**src/rtl/hub75_capture.sv**
```systemverilog
// HUB75 receive-side capture: oversamples the panel bus on clk, rebuilds each
// latched row and streams it out as pixel writes, and measures OE-on time.
// Colour lanes are wired for two segments (R1/G1/B1, R2/G2/B2).
module hub75_capture #(
  parameter int hpixel_p   = 64,
  parameter int segments_p = 2,
  parameter int oe_cnt_w_p = 16
) (
  input  logic                          clk,
  input  logic                          rst,
  input  logic                          I_CLK,
  input  logic                          STB,
  input  logic                          OE,
  input  logic                          A,
  input  logic                          B,
  input  logic                          C,
  input  logic                          D,
  input  logic                          R1,
  input  logic                          G1,
  input  logic                          B1,
  input  logic                          R2,
  input  logic                          G2,
  input  logic                          B2,
  output logic                          o_px_valid,
  input  logic                          i_px_ready,
  output logic [$clog2(16*hpixel_p)-1:0] o_px_addr,
  output logic [segments_p*3-1:0]       o_px_data,
  output logic                          o_oe_valid,
  output logic [oe_cnt_w_p-1:0]         o_oe_cycles,
  output logic [3:0]                    o_oe_row,
  output logic                          o_err_len,
  output logic                          o_err_ovr
);

  localparam int AW = $clog2(16*hpixel_p);
  localparam int DW = segments_p*3;
  localparam int IW = $clog2(hpixel_p);
  localparam int CW = $clog2(hpixel_p+1);
  localparam logic [CW-1:0] HP_C   = CW'(hpixel_p);
  localparam logic [IW-1:0] LAST_I = IW'(hpixel_p-1);
  localparam logic [AW-1:0] HP_A   = AW'(hpixel_p);

  // state | meaning
  // IDLE  | no row pending, waiting for a strobe
  // DRAIN | streaming latch_buf out as pixel writes
  localparam logic [0:0] ST_IDLE  = 1'b0;
  localparam logic [0:0] ST_DRAIN = 1'b1;

  logic [12:0]           bus_raw, sync1, sync2;
  logic [2:0]            edge_prev;
  logic [DW-1:0]         rgb;
  logic                  shift_rise, stb_rise, oe_fall, do_shift;
  logic [CW-1:0]         col_cnt, col_next;
  logic [DW-1:0]         shift_buf [hpixel_p];
  logic [DW-1:0]         latch_buf [hpixel_p];
  logic [0:0]            state;
  logic [IW-1:0]         col;
  logic [3:0]            row;
  logic [oe_cnt_w_p-1:0] oe_cnt;

  // All bus lines share one chain so data stays aligned with its clock edge.
  assign bus_raw    = {I_CLK, STB, OE, D, C, B, A, B2, G2, R2, B1, G1, R1};
  assign rgb        = sync2[DW-1:0];
  assign shift_rise = sync2[12] & ~edge_prev[2];
  assign stb_rise   = sync2[11] & ~edge_prev[1];
  assign oe_fall    = ~sync2[10] & edge_prev[0];
  assign do_shift   = shift_rise && (col_cnt != HP_C);
  assign col_next   = do_shift ? col_cnt + CW'(1) : col_cnt;

  // Two-stage synchroniser plus one delayed copy of the edge-sensitive lines.
  always_ff @(posedge clk or posedge rst) begin
    if (rst) begin
      sync1     <= '0;
      sync2     <= '0;
      edge_prev <= '0;
    end else begin
      sync1     <= bus_raw;
      sync2     <= sync1;
      edge_prev <= sync2[12:10];
    end
  end

  // Shift register fill; a strobe always empties it, latched or dropped.
  always_ff @(posedge clk or posedge rst) begin
    if (rst) begin
      col_cnt <= '0;
      for (int k = 0; k < hpixel_p; k++) shift_buf[k] <= '0;
    end else if (stb_rise) begin
      col_cnt <= '0;
      for (int k = 0; k < hpixel_p; k++) shift_buf[k] <= '0;
    end else if (do_shift) begin
      shift_buf[col_cnt[IW-1:0]] <= rgb;
      col_cnt <= col_next;
    end
  end

  // Latch and drain FSM; a shift coinciding with the strobe is folded in.
  always_ff @(posedge clk or posedge rst) begin
    if (rst) begin
      state     <= ST_IDLE;
      col       <= '0;
      row       <= '0;
      o_err_len <= 1'b0;
      o_err_ovr <= 1'b0;
      for (int k = 0; k < hpixel_p; k++) latch_buf[k] <= '0;
    end else begin
      o_err_len <= stb_rise && (col_next != HP_C);
      o_err_ovr <= stb_rise && (state == ST_DRAIN);
      if (state == ST_IDLE) begin
        if (stb_rise) begin
          state <= ST_DRAIN;
          row   <= sync2[9:6];
          col   <= '0;
          for (int k = 0; k < hpixel_p; k++)
            latch_buf[k] <= (do_shift && col_cnt == CW'(k)) ? rgb : shift_buf[k];
        end
      end else if (i_px_ready) begin
        if (col == LAST_I) begin
          state <= ST_IDLE;
          col   <= '0;
        end else begin
          col <= col + IW'(1);
        end
      end
    end
  end

  assign o_px_valid = (state == ST_DRAIN);
  assign o_px_addr  = o_px_valid ? AW'(row) * HP_A + AW'(col) : '0;
  assign o_px_data  = o_px_valid ? latch_buf[col] : '0;

  // OE-on duration counter, reported and cleared on the falling edge.
  always_ff @(posedge clk or posedge rst) begin
    if (rst) begin
      oe_cnt      <= '0;
      o_oe_valid  <= 1'b0;
      o_oe_cycles <= '0;
      o_oe_row    <= '0;
    end else begin
      o_oe_valid <= oe_fall;
      if (oe_fall) begin
        o_oe_cycles <= oe_cnt;
        o_oe_row    <= row;
      end
      if (sync2[10]) begin
        if (oe_cnt != '1) oe_cnt <= oe_cnt + oe_cnt_w_p'(1);
      end else begin
        oe_cnt <= '0;
      end
    end
  end

endmodule

```
**config.mk**
```make
export PLATFORM = sky130hd
export DESIGN_NAME = hub75_capture
export DESIGN_NICKNAME = d
export VERILOG_FILES = /design/src/rtl/hub75_capture.sv
export SDC_FILE = /design/constraint.sdc
export NUM_CORES = 2
export LEC_CHECK = 0
export ABC_CLOCK_PERIOD_IN_PS = 38400
export CORE_MARGIN = 4
export CORE_UTILIZATION = 60
export CTS_BUF_LIST = sky130_fd_sc_hd__clkbuf_16
export DETAILED_ROUTE_END_ITERATION = 6
export PLACE_DENSITY = 0.75
export SLEW_MARGIN = 20
export SYNTH_ARGS = -nofsm -noshare
export SYNTH_HDL_FRONTEND = slang
export SYNTH_SLANG_ARGS = --single-unit
export TNS_END_PERCENT = 5
```
**constraint.sdc**
```tcl
create_clock -name clk -period 38.4 [get_ports clk]
set_input_delay 7.68 -clock clk [delete_from_list [all_inputs] [get_ports clk]]
set_output_delay 7.68 -clock clk [all_outputs]
set_load 0.02 [all_outputs]
```
======== Word-level counts from Yosys, hierarchy flattened ========
Cells that the tools add are included.
storage, ports and cells
  bits in registers ....................... 854
  bits in latches ......................... 0
  memory bits (writable) .................. 0
  ROM bits ................................ 0
  memories ................................ 0
cells by class
  $add $sub $neg .......................... 4
  $mul .................................... 0
  divide/modulo/power cells ............... 0
  magnitude comparators ................... 3
  eq/ne operators ......................... 69
  shifts and indexed selects .............. 0
  muxes and demuxes ....................... 87
  bitwise logic cells ..................... 9
  reduce and logical (&&, ||, !) cells .... 73
operators by type and width
  cell                     count
  $mux W384                2
  $mux W6                  72
  $bwmux W384              1
  $eq A7 B6 Y1 const B     32
  $eq A7 B5 Y1 const B     16
  $logic_and A1 B1 Y1      68
  $eq A7 B4 Y1 const B     8
  $bmux W6 S6              1
  $demux W6 S6             1
  $mux W16                 2
  $eq A7 B3 Y1 const B     4
  $mux W7                  3
  $add A16 B1 Y16 const B  1
  $ne A16 B16 Y1 const B   1
  $eq A7 B2 Y1 const B     2
  $ge A7 B7 Y1 const B     2
  $ne A7 B7 Y1 const B     2
  $not A6 Y7               2
  $add A10 B6 Y10          1
  $mux W10                 1
  $add A7 B1 Y7 const B    1
  $eq A7 B1 Y1 const B     1
  $logic_not A7 Y1         1
  $lt A7 B1 Y1 const B     1
  other kinds (9)          19

======== Longest topological paths before layout ========
  depth in word-level cells ............... 8
  depth in mapped cells ................... 9
  depth with buffers taken out ............ 7

======== Worst setup path after synthesis ========
No wires, ideal clock.
  kind .................................... register to output
  start ................................... register col[1]
  end ..................................... output o_px_data[4]
  data arrival time ....................... 2.102 ns
  path slack .............................. 28.618 ns
  cell stages (with the launch flop) ...... 7
  cell sequence ........................... dfrtp_1 > buf_2 > buf_4 > clkbuf_1 > mux4_2 > o22ai_1 > o41ai_1
between the ends
  word-level cells in the longest chain between the ends .. 5
ends and longest elaborated chain
  element                                      RTL line  text
  start: declaration                           57        logic [IW-1:0] col;
  start signal: assignment                     122       col <= col + IW'(1);
  $not A6 Y7 (implied by the code)             130       assign o_px_data = o_px_valid ? latch_buf[col] : '0;
  $bmux W6 S6                                  130
  $mux W6 (implied by the code) (2 in series)  130
  $mux W6                                      130
  end: declaration                             27        output logic [segments_p*3-1:0] o_px_data,
Every way passes these cells. The select of a mux whose other input is x is not followed.

======== Worst setup path in the final report ========
  start ................................... register col[1]
  end ..................................... output o_px_data[0]
The elaborated chain is that of the path after synthesis.

==> summary.txt <==
outcome = finished, violations left
maximum clock path buffer count = 3
M2 GR Usage = 45.9%
Starting Density = 60.5%
GRT busiest layer = met2
initial antenna violation count = 0
CP required = 30720 ps
aggregate global routing overflow = 0
row cnt = 96
fmax = 0.0796 GHz
WP data arrival = 4880 ps
Num CTS Buffers = 90
Worst Tran Pin Value = 1440 ps
drt initial violations = 3510
global-route wire length before repair = 176 mm
synthesis-to-finish area growth = 7.90%
Die Y = 271 µm
cell chain of the critical path = buf_4, mux4_2, mux2i_1, a211oi_1, a211oi_1, o21ai_0, clkdlybuf4s50_1
layout net count = 3849
Placer Congestion = 0.883
Crit. End Element = primary output
mapped cell area = 41500 µm²
crit-path leading delay family = buffers and inverters
Max Cap Viol = 0
Total GRT Usage = 30.4%
pre-CTS setup slack = 26760 ps
post-route ant nets = 0
Hold Buf Count CTS = 0
min cycle time layout = 12560 ps
P_leak = 19.2 nW
H-Tree Depth = 3
core area = 68600 µm²
Overall Power = 0.00231 W
Tcrit/Tclk final = 32.7%
#FFs+latches synth = 854
EDFF count, synth = 0
IO Count = 56
IO buf count = 55
worst min-delay path class = flop to flop
most common cell after layout, fill and taps aside = dfrtp_1
most frequent cells in the layout = 846 x dfrtp_1, 657 x a21oi_1, 537 x mux2i_1, 535 x nor2_1, 304 x nand2_1
Root Buffer = clkbuf_16
Setup CP Type = flop to primary output
power per cell area = 51.7 nW/µm²
sequential share of the synthesized area = 51.5%
Slew Viols, Final = 0
Ys Warns = 0
Slew Limit Headroom = 3.93%
clk slew on worst S/H paths = 60 ps
detailed-route vias per instance = 6.33
met1 Use GR = 44.2%
drt pass-1 iters = 7
Vias = 30500
Residual DRC = 5
Routed WL per cell = 23.1 µm
vias in the first global route = 29500
die area = 73400 µm²
final core occ = 65.2%
met3 usage = 6.89%
Primary FF master, synth = dfrtp_1
post-route setup slack = 25840 ps
Post-CTS Resized = 0
CP startpoint kind = flop
total setup buffers inserted after CTS = 0
Sink Count = 854
Critical path buffers and inverters = 2
Die W = 271 µm
Setup Skew = 23.7 ps
DRT Wirelength = 111 mm
VDD IR max = 0.0387 mV
Worst-Skew Late Latency = 660 ps
Crit-path slowest cell = buf_4
HPWL after DPL = 68.1 mm
synth unique cells = 71
setup tns final = 0 ps
asr flop ratio synth = 100%
Final setup viols = 0
failing checks = DRC
RSZ-0062 raised after global routing = false
Synth Area per Inst = 10.4 µm²
Mapped Nets = 4009
Final Hold Fails = 0
Fin Hold WS = 347 ps
layout cells sized above 1 = 11.0%
TritonCTS clock tree = done
worst-path fanout max = 74
largest net degree at the start of global routing = 229
Top cell by count, worst path = a211oi_1
CP max stage delay = 870 ps
Mapped Cells = 3987
[per-stage QoR]
stage               cell area, µm²  instances
finish                       44700       4827
global route                 44700       4826
CTS                          44700       4825
detailed placement           42000       4665
global placement             42000       4664
floorplan                    41500       3987
[worst reg2reg max path: cells and delay by family, from the launching register on]
kind                   cells  cell delay, ps
AO/OA/AOI/OAI              1             200
buffers and inverters      3            2870
AND/OR/NAND/NOR            2            1040
flip-flops                 1             690
[synth_stat cells (all sizes together), types with 6 or more instances]
library cell | instances | share of area (%)
a2111oi | 7 | 0.34
a211oi | 8 | 0.14
a21oi | 658 | 8.0
a221oi | 9 | 0.19
a22o | 6 | 0.13
a22oi | 27 | 0.49
and2 | 26 | 0.39
and3 | 7 | 0.11
buf | 141 | 2.1
clkbuf | 211 | 1.9
dfrtp | 854 | 52
ha | 6 | 0.18
mux2 | 37 | 1.0
mux2i | 537 | 13
mux4 | 80 | 4.3
nand2 | 339 | 3.6
nand2b | 16 | 0.25
nand3 | 270 | 3.4
nor2 | 597 | 6.4
nor2b | 19 | 0.29
nor3 | 8 | 0.16
nor3b | 6 | 0.18
o21a | 6 | 0.11
o21ai | 47 | 0.57
or3 | 6 | 0.091
xnor2 | 7 | 0.15
[flip-flops by register name, summed over array words and instances, names as in the netlist]
| name | cells |
|---|---|
| o_px_valid | 1 |
| row | 4 |
| o_oe_valid | 1 |
| edge_prev | 3 |
| o_oe_cycles | 16 |
| o_err_len | 1 |
| col_cnt | 7 |
| sync1 | 13 |
| oe_cnt | 16 |
| latch_buf | 384 |
| o_err_ovr | 1 |
| sync2 | 13 |
| o_oe_row | 4 |
| col | 6 |
| shift_buf | 384 |
[cells by family (layout without fill, tap and decap cells)]
| logic type | Yosys count | count (layout) | share of synthesized area, % |
|---|---|---|---|
| buffers and inverters | 356 | 264 | 4.06 |
| and+or+nand+nor | 1313 | 1313 | 15.3 |
| adders and majority gates | 6 | 6 | 0.181 |
| muxes | 654 | 654 | 18.3 |
| DFF | 854 | 854 | 51.5 |
| AOI/OAI and AO/OA | 792 | 792 | 10.4 |
| xor gates and xnor gates | 12 | 12 | 0.253 |
| other | 0 | 1 | 0 |
[final timing paths]
kind                            depth (start not counted)  slack (ps)        from        endpoint
worst min-delay path                                    0         350   sync1[10]       sync2[10]
max in group asynchronous                               5       27810         rst  latch_buf[355]
worst max register to register                          6       33510  o_px_valid  latch_buf[246]
worst max-delay path                                    7       25840      col[1]    o_px_data[0]
min in group asynchronous                               2        7600         rst   shift_buf[52]
worst min register to register                          0         350   sync1[10]       sync2[10]
[per-layer routing]
| layer | part of all wire (%) | up-vias |
|---|---|---|
| met4 | 3.4 | 0 |
| li1 | - | 13600 |
| met1 | 41 | 15300 |
| met3 | 9.7 | 223 |
| met5 | 0 | - |
| met2 | 46 | 1410 |
[layout make-up]
cell class	count	area, µm²
diodes	1	2.50
clock buffers	92	2300
clock inverters	68	444
fillers	5303	23800
inverters	4	22.5
multi-input cells	2777	18400
flip-flops and latches	854	21400
well taps	931	1160
repair buffers	100	971
[power breakdown]
part / internal (W) / total, W / switching (W)
combinational: 0.000174 / 0.000394 / 0.000220
sequential: 0.000989 / 0.00109 / 0.000103
clock: 0.000461 / 0.000825 / 0.000365
total: 0.00162 / 0.00231 / 0.000688
Power figures use the tool's default switching activity.
